### src/rtl/pulse_spacer_if.sv
// Event interface between a pulse source and the pulse_spacer conditioning stage.
// Latency: none (wires only).
// Backpressure: none; overload is reported through the sticky overflow flag.
//
// Signals:
//   in_pulse       - event strobe into the spacer (one event per high cycle)
//   overflow_clear - single-cycle clear for the sticky overflow flag
//   out_pulse      - spaced single-cycle event strobe out of the spacer
//   pending        - events accepted but not yet emitted
//   overflow       - sticky flag, an event was dropped at saturation
interface pulse_spacer_if #(
   parameter int PENDING_WIDTH = 4
);
   logic                     in_pulse;
   logic                     overflow_clear;
   logic                     out_pulse;
   logic [PENDING_WIDTH-1:0] pending;
   logic                     overflow;

   // Event source side.
   modport master (
      output in_pulse,
      output overflow_clear,
      input  out_pulse,
      input  pending,
      input  overflow
   );

   // Spacer side.
   modport slave (
      input  in_pulse,
      input  overflow_clear,
      output out_pulse,
      output pending,
      output overflow
   );
endinterface

### src/rtl/pulse_spacer.sv
// Queues single-cycle events and re-emits them at least MIN_GAP cycles apart.
// Latency: 1 cycle from in_pulse to out_pulse when idle with an empty backlog.
// Backpressure: none; events beyond a saturated backlog are dropped and flagged.
//
// Ports:
//   clk - source-domain clock, rising edge
//   rst - synchronous active-high reset
//   bus - pulse_spacer_if slave: in_pulse/overflow_clear in,
//         out_pulse/pending/overflow out (all outputs registered)
module pulse_spacer #(
   parameter int MIN_GAP       = 4,
   parameter int PENDING_WIDTH = 4
) (
   input  logic           clk,
   input  logic           rst,
   pulse_spacer_if.slave  bus
);

   localparam int                       GAP_W    = $clog2(MIN_GAP + 1);
   localparam logic [GAP_W-1:0]         GAP_LOAD = GAP_W'(MIN_GAP - 1);
   localparam logic [GAP_W-1:0]         GAP_ONE  = GAP_W'(1);
   localparam logic [PENDING_WIDTH-1:0] PEND_MAX = '1;
   localparam logic [PENDING_WIDTH-1:0] PEND_ONE = PENDING_WIDTH'(1);

   typedef enum logic {
      READY   = 1'b0,
      HOLDOFF = 1'b1
   } state_t;

   state_t                   state_q, state_d;
   logic [GAP_W-1:0]         gap_q, gap_d;
   logic [PENDING_WIDTH-1:0] pending_q, pending_d;
   logic                     out_q, out_d;
   logic                     ovf_q, ovf_d;

   logic emit;
   logic emit_from_pending;
   logic inc;
   logic drop;

   always_ff @(posedge clk) begin
      if (rst) begin
         state_q   <= READY;
         gap_q     <= '0;
         pending_q <= '0;
         out_q     <= 1'b0;
         ovf_q     <= 1'b0;
      end else begin
         state_q   <= state_d;
         gap_q     <= gap_d;
         pending_q <= pending_d;
         out_q     <= out_d;
         ovf_q     <= ovf_d;
      end
   end

   always_comb begin
      state_d           = state_q;
      gap_d             = gap_q;
      pending_d         = pending_q;
      ovf_d             = ovf_q;
      drop              = 1'b0;

      emit              = (state_q == READY) && ((pending_q != '0) || bus.in_pulse);
      emit_from_pending = emit && (pending_q != '0);
      // An event arriving while idle with no backlog goes straight out and
      // never touches the counter.
      inc               = bus.in_pulse && !(emit && (pending_q == '0));

      case (state_q)
         READY: begin
            // With MIN_GAP of 1 there is no holdoff: back-to-back emits allowed.
            if (emit && (MIN_GAP > 1)) begin
               gap_d   = GAP_LOAD;
               state_d = HOLDOFF;
            end
         end
         HOLDOFF: begin
            gap_d = gap_q - GAP_ONE;
            if (gap_q == GAP_ONE) begin
               state_d = READY;
            end
         end
         default: begin
            state_d = READY;
            gap_d   = '0;
         end
      endcase

      // Arrival and departure in the same cycle cancel out.
      if (inc && !emit_from_pending) begin
         if (pending_q == PEND_MAX) begin
            drop = 1'b1;
         end else begin
            pending_d = pending_q + PEND_ONE;
         end
      end else if (!inc && emit_from_pending) begin
         pending_d = pending_q - PEND_ONE;
      end

      // A drop in the clearing cycle must stay visible, so set wins.
      if (bus.overflow_clear) begin
         ovf_d = 1'b0;
      end
      if (drop) begin
         ovf_d = 1'b1;
      end

      out_d = emit;
   end

   assign bus.out_pulse = out_q;
   assign bus.pending   = pending_q;
   assign bus.overflow  = ovf_q;

endmodule
### src/flat_wrapper.sv
// flat-port wrapper written by rule: the top's interface ports become plain ports
module pulse_spacer_flat 
#(
   parameter int MIN_GAP       = 4,
   parameter int PENDING_WIDTH = 4
)
  (clk, rst, bus_in_pulse, bus_overflow_clear, bus_out_pulse, bus_pending, bus_overflow);
  pulse_spacer_if #(.PENDING_WIDTH(PENDING_WIDTH)) bus_i ();
  input  logic clk;
  input  logic rst;
  input wire logic [$bits(bus_i.in_pulse)-1:0] bus_in_pulse;
  input wire logic [$bits(bus_i.overflow_clear)-1:0] bus_overflow_clear;
  output wire logic [$bits(bus_i.out_pulse)-1:0] bus_out_pulse;
  output wire logic [$bits(bus_i.pending)-1:0] bus_pending;
  output wire logic [$bits(bus_i.overflow)-1:0] bus_overflow;
  assign bus_i.in_pulse = bus_in_pulse;
  assign bus_i.overflow_clear = bus_overflow_clear;
  assign bus_out_pulse = bus_i.out_pulse;
  assign bus_pending = bus_i.pending;
  assign bus_overflow = bus_i.overflow;
  pulse_spacer #(.MIN_GAP(MIN_GAP), .PENDING_WIDTH(PENDING_WIDTH)) u_core (.clk(clk), .rst(rst), .bus(bus_i));
endmodule
### config.mk
export PLATFORM = sky130hd
export DESIGN_NAME = pulse_spacer_flat
export DESIGN_NICKNAME = d
export VERILOG_FILES = /design/src/rtl/pulse_spacer_if.sv /design/src/rtl/pulse_spacer.sv /design/src/flat_wrapper.sv
export SDC_FILE = /design/constraint.sdc
export NUM_CORES = 1
export LEC_CHECK = 0
export CAP_MARGIN = 25
export CORE_AREA = 3 3 40 42
export DETAILED_ROUTE_END_ITERATION = 10
export DIE_AREA = 0 0 43 45
export PLACE_DENSITY = 0.65
export SLEW_MARGIN = 20
export SYNTH_ARGS = -nofsm -noshare
export SYNTH_HDL_FRONTEND = slang
export SYNTH_SLANG_ARGS = --single-unit
### constraint.sdc
create_clock -name clk -period 3.5 [get_ports clk]
set_input_delay 1.05 -clock clk [delete_from_list [all_inputs] [get_ports clk]]
set_output_delay 1.05 -clock clk [all_outputs]
set_load 0.03 [all_outputs]
==> impl_metrics.toml, run 1 <==
[timing]
clock.fmax_mhz = 361
final.period_utilization_pct = 79.2
report.final.setup_viol = 0
fin_crit_ns = 2.77
timing_worst_slew_pin_value_ns = 0.400
totalNegativeSetupSlack_ns = 0
rsz0062_at_grt = "no"
timing_hold_violations_final = 0
slew_headroom_pct = 73.2
slew_violations = 0
clock-skew-final_ns = 0.00774

[grt]
grt_use_total_pct = 11.4
grt_pass1_vias = 389
grt_antenna_before_repair = 0
grt-ovfl-total = 0
grt_max_degree = 12
wire_length_of_the_first_global_routing_pass_mm = 1.61

[clock_tree]
cts.sinks = 10
clk_latency_ns = 0.26
htree_levels = 1
post_cts_resize_count = 0
clock_tree.root_cell = "sky130_fd_sc_hd__clkbuf_4"
cts_setup_buffers = 0
clock_path_buffers = 2
cts_made_buffers = 3
tritoncts = "yes"
clk_pin_slew_ns = 0.07
post_cts_hold_buffer_count = 0

[route]
via_per_inst = 5.25
detail_route.wirelength_um = 937
detailroute.via_count = 425
drt_first_iter_violations = 7
detail_route.wl_per_cell_um = 11.6
route.antenna.remaining_nets = 0
iteration_count_of_the_initial_detailed_routing_pass = 4
drc = 0

[synthesis]
synth-async-reset-ratio_pct = 0
synth-seq-area-share_pct = 37.6
post_synth_num_cell_types = 25
synth_cells = 56
postSynthRegisterBits = 10
synth_warnings = 0
postSynthNetCount = 65
synthesis.area_um2 = 533
synthFlopType = "sky130_fd_sc_hd__dfxtp_1"
synth_enable_flop_cells = 0
synth_area_per_cell_um2 = 9.52

[layout]
post_route_insts_no_fill = 81
final_nets = 77
synthToLayoutAreaGrowth_pct = 22.5
final_layout_size_suffix_gt1_share_pct = 9.09
antenna_cells = 0

[worst_setup_path]
critical-path-max-stage-delay_ns = 0.54
signal_arrival_time_at_the_worst_endpoint_ns = 2.92
r2r.worst_path.cells = 6
worstPathRequired_ns = 3.65
r2r_setup_slk_ns = 1.46
timing.critical_path.fanout_max = 5
reg2reg_from = "u_core.state_q$_SDFF_PP0_"
crit_chain = "clkdlybuf4s50_1, nand2_1, ha_1, a21oi_1, a211oi_1, a31oi_1, mux2_1"
crit_path_start_kind = "input pin"
critPathSlowestCell = "sky130_fd_sc_hd__clkdlybuf4s50_1"
cp_top_family = "buffers and inverters"
setup.worst_path.end_class = "register"
path_class = "in2reg"
cp_num_cells = 7
crit_buf_inv = 1
regToRegEndpoint = "u_core.bus.pending[3]$_SDFFE_PP0P_"

[placement]
dpl.cell_count = 78
buffer_ports.inserted = 9
detailedPlacementHpwl_um = 709
finalWeightedCongestion = 0.723

[power]
ir_worst_vdd_mv = 0.438
power.static_leakage_uw = 0.000254
p_per_area_nw_per_um2 = 873

[floorplanning]
die_area_um2 = 1940
number_of_placement_rows = 13
initial_utilization_pct = 41.5
floorplan.die.width_um = 43
io-pin-count = 10
chipHeight_um = 45
core_um2 = 1280

[worst_hold_path]
min-delay-start = "u_core.gap_q[2]$_SDFFE_PP0P_"
whs_endpoint = "u_core.gap_q[2]$_SDFFE_PP0P_"
min_path_cells = 1
hold_class = "reg2reg"

[job]
drv.max_cap_violation_count = 0

[run_status]
outcome = "complete, no violations"
[layout make-up]
cell class                      count  area [um2]
Tap cell                           15        18.8
Fill cell                         126         632
Multi-Input combinational cell     41         310
Timing Repair Buffer                9        90.1
Inverter                            3        11.3
Clock buffer                        3        22.5
Sequential cell                    10         200
[per-layer routing]
metal / global-route usage (%) / vias up / wire length (um)
li1: - / 220 / -
met1: 14.6 / 195 / 488
met2: 16.5 / 8 / 401
met3: 3.59 / 2 / 42
met4: 7.23 / 0 / 4
met5: 0 / - / 0
[cells in the final DEF, fill, tap and decap left out, types with 2 or more instances in the layout]
master	instances
sky130_fd_sc_hd__dfxtp_1	10
sky130_fd_sc_hd__nor2_1	9
sky130_fd_sc_hd__clkdlybuf4s50_1	9
sky130_fd_sc_hd__a211oi_1	5
sky130_fd_sc_hd__ha_1	4
sky130_fd_sc_hd__inv_1	3
sky130_fd_sc_hd__nand2_1	3
sky130_fd_sc_hd__clkbuf_4	3
sky130_fd_sc_hd__xnor2_1	2
sky130_fd_sc_hd__nand2b_1	2
sky130_fd_sc_hd__a21oi_1	2
[synth_stat cells, types with 2 or more instances]
| library cell | count | area (um2) |
|---|---|---|
| sky130_fd_sc_hd__inv_1 | 3 | 11.3 |
| sky130_fd_sc_hd__nor2_1 | 9 | 33.8 |
| sky130_fd_sc_hd__nand2_1 | 3 | 11.3 |
| sky130_fd_sc_hd__nand2b_1 | 2 | 12.5 |
| sky130_fd_sc_hd__dfxtp_1 | 10 | 200 |
| sky130_fd_sc_hd__xnor2_1 | 2 | 17.5 |
| sky130_fd_sc_hd__ha_1 | 4 | 50.1 |
| sky130_fd_sc_hd__a21oi_1 | 2 | 10.0 |
| sky130_fd_sc_hd__a211oi_1 | 5 | 37.5 |
[worst max path at each step]
stage / startpoint / end / slack, ns
floorplan: bus_in_pulse / u_core.bus.pending[3]$_SDFFE_PP0P_ / 1.15
global placement: bus_in_pulse / u_core.bus.pending[3]$_SDFFE_PP0P_ / 0.49
detailed placement: bus_in_pulse / u_core.bus.pending[3]$_SDFFE_PP0P_ / 0.45
CTS: bus_in_pulse / u_core.bus.pending[3]$_SDFFE_PP0P_ / 0.73
global route: bus_in_pulse / u_core.bus.pending[3]$_SDFFE_PP0P_ / 0.61
finish: bus_in_pulse / u_core.bus.pending[3]$_SDFFE_PP0P_ / 0.73
[flip-flops by register name, indices dropped and copies added, names as in the netlist]
register,count
u_core.bus.overflow,1
u_core.state_q,1
u_core.bus.out_pulse,1
u_core.gap_q,3
u_core.bus.pending,4
[report_power, final]
part | internal (uW) | switching, uW
clock | 39.5 | 36.6
sequential | 151 | 59.7
combinational | 137 | 146
total | 328 | 242
[through the flow]
stage | hold WS, ns | total power [uW] | util [%] | cell area [um2] | worst slack [ns]
floorplan | 0.449 | 419 | - | 533 | 1.15
global placement | 0.475 | 497 | 49.1 | 631 | 0.492
detailed placement | 0.476 | 498 | 49.1 | 631 | 0.450
CTS | 0.487 | 577 | 50.8 | 653 | 0.730
global route | 0.531 | 619 | 50.8 | 653 | 0.610
finish | 0.487 | 570 | 50.8 | 653 | 0.727
[cells by family after synthesis]
family                   after synthesis  synth area share, %
AO/OA/AOI/OAI                         11                 15.7
XOR/XNOR                               2                 3.29
adder cells (fa/ha/maj)                5                 13.1
buffers and inverters                  5                 4.23
flip-flops                            10                 37.6
multiplexers                           2                 3.99
AND/OR/NAND/NOR                       21                 22.1
Note: power is estimated with default switching activity, not from simulation.
==> run 2: changes to the inputs <==
- PLACE_DENSITY: 0.65 -> 0.67
- clock period: 3.5 -> 2.46 ns (I/O delays scaled with it)
==> impl_metrics.toml, run 2 (synthesis results as in run 1) <==
[layout]
mostFrequentLayoutCell = "sky130_fd_sc_hd__dfxtp_1"
antenna_cells = 0
mostFrequentLayoutCells = "10 x sky130_fd_sc_hd__dfxtp_1, 9 x sky130_fd_sc_hd__nor2_1, 9 x sky130_fd_sc_hd__clkdlybuf4s50_1"
final_nets = 81
final_layout_size_suffix_gt1_share_pct = 15.5
synthToLayoutAreaGrowth_pct = 30.8
largest_register_ffs = 4
final_design_area_no_fill_um2 = 697

[clock_tree]
cts.sinks = 10
htree_levels = 1
post_cts_resize_count = 0
post_cts_hold_buffer_count = 0
clk_pin_slew_ns = 0.07
cts_setup_buffers = 0
cts_made_buffers = 3
clk_latency_ns = 0.26
clock_path_buffers = 2
clock_tree.root_cell = "sky130_fd_sc_hd__clkbuf_4"
tritoncts = "yes"

[worst_setup_path]
path_class = "in2reg"
setup.worst_path.end_class = "register"
critPathSlowestCell = "sky130_fd_sc_hd__clkdlybuf4s50_1"
crit_path_start_kind = "input pin"
crit_chain = "clkdlybuf4s50_1, nand2_1, ha_1, a21oi_1, a211oi_1, a31oi_1, mux2_1"
signal_arrival_time_at_the_worst_endpoint_ns = 2.47
cp_top_family = "buffers and inverters"
timing.critical_path.fanout_max = 4
crit_buf_inv = 1
cp_num_cells = 7
r2r.worst_path.cells = 6
worstPathRequired_ns = 2.61
critical-path-max-stage-delay_ns = 0.48

[timing]
fin_crit_ns = 2.31
report.final.setup_viol = 0
timing_hold_violations_final = 0
rsz0062_at_grt = "no"
clock-skew-final_ns = 0.00526
clock.fmax_mhz = 432
final.period_utilization_pct = 94.0
slew_headroom_pct = 73.0
timing_worst_slew_pin_value_ns = 0.404
slew_violations = 0

[floorplanning]
io-pin-count = 10
core_um2 = 1280
number_of_placement_rows = 13
initial_utilization_pct = 41.5
chipHeight_um = 45
die_area_um2 = 1940
floorplan.die.width_um = 43

[grt]
grt_antenna_before_repair = 0
wire_length_of_the_first_global_routing_pass_mm = 1.69
grt_max_degree = 12
grt_use_total_pct = 11.9
grt_pass1_vias = 393
grt-ovfl-total = 0

[route]
detailroute.via_count = 428
detail_route.wl_per_cell_um = 11.8
detail_route.wirelength_mm = 1.01
route.antenna.remaining_nets = 0
via_per_inst = 4.98
drc = 0
drt_first_iter_violations = 18
iteration_count_of_the_initial_detailed_routing_pass = 4

[worst_hold_path]
hold_class = "reg2reg"
min_path_cells = 2

[placement]
finalWeightedCongestion = 0.686
detailedPlacementHpwl_um = 780
buffer_ports.inserted = 9
placedInstanceArea_um2 = 661

[job]
drv.max_cap_violation_count = 0

[power]
netSwitchingFraction_pct = 40.7
p_int_uw = 519
p_comb_share_pct = 48.7
seqPwrFrac_pct = 34.5
ir_worst_vdd_mv = 0.691
p_per_area_nw_per_um2 = 1260
design_power_total_uw = 875
power.switching_uw = 357
power.static_leakage_uw = 0.000280
pwr-share-clk_pct = 16.8

[run_status]
outcome = "complete, no violations"
==> run 2: cell types whose count changed in the layout (fill, tap and decap cells not counted) <==
cell | before | now
sky130_fd_sc_hd__buf_4 | 0 | 4
sky130_fd_sc_hd__clkbuf_8 | 0 | 1
==> run 2: worst min-delay path: cells and delay by family (launching register included) <==
family | cells | cell delay, ns
flops | 1 | 0.33
simple gates | 1 | 0.07
compound gates | 1 | 0.06
==> run 2: per-layer routing <==
metal / up-vias / routed length [um] / GRT usage [%]
met4: 0 / 0 / 3.61
met1: 187 / 510 / 15.1
li1: 230 / - / -
met3: 0 / 49 / 3.59
met5: - / 0 / 0
met2: 11 / 454 / 19.5
==> run 2: metrics by stage <==
stage | setup TNS, ns | setup WS, ns | hold WS, ns | utilization (%) | std cells
after CTS | 0 | 0.149 | 0.498 | 54.2 | 86
final | 0 | 0.147 | 0.491 | 54.2 | 86
after global routing | 0 | 0.0278 | 0.525 | 54.2 | 86
after global placement | -0.0990 | -0.0990 | 0.476 | 51.4 | 82
after floorplan | 0 | 0.426 | 0.449 | - | 56
after detailed placement | -0.131 | -0.131 | 0.482 | 51.4 | 82
==> run 2: area by class of cell <==
class | count | area, um2
flip-flops and latches | 10 | 200
inverters | 3 | 11.3
repair buffers | 13 | 120
clock buffers | 4 | 36.3
well taps | 15 | 18.8
fillers | 118 | 588
multi-input cells | 41 | 310
==> run 2: final timing paths <==
check                                    from                                  to  slack, ns
min          u_core.bus.overflow$_SDFFE_PP0P_    u_core.bus.overflow$_SDFFE_PP0P_       0.49
max                              bus_in_pulse  u_core.bus.pending[3]$_SDFFE_PP0P_       0.15
max reg2reg         u_core.state_q$_SDFF_PP0_  u_core.bus.pending[3]$_SDFFE_PP0P_       0.52
min reg2reg  u_core.bus.overflow$_SDFFE_PP0P_    u_core.bus.overflow$_SDFFE_PP0P_       0.49
==> run 2: power groups by stage <==
stage | Sequential (uW) | Combinational (uW) | Clock (uW)
3_3_place_gp | 304 | 422 | 0
5_1_grt | 315 | 479 | 161
4_1_cts | 304 | 431 | 155
6_report | 302 | 427 | 147
3_5_place_dp | 306 | 429 | 0
2_1_floorplan | 345 | 251 | 0
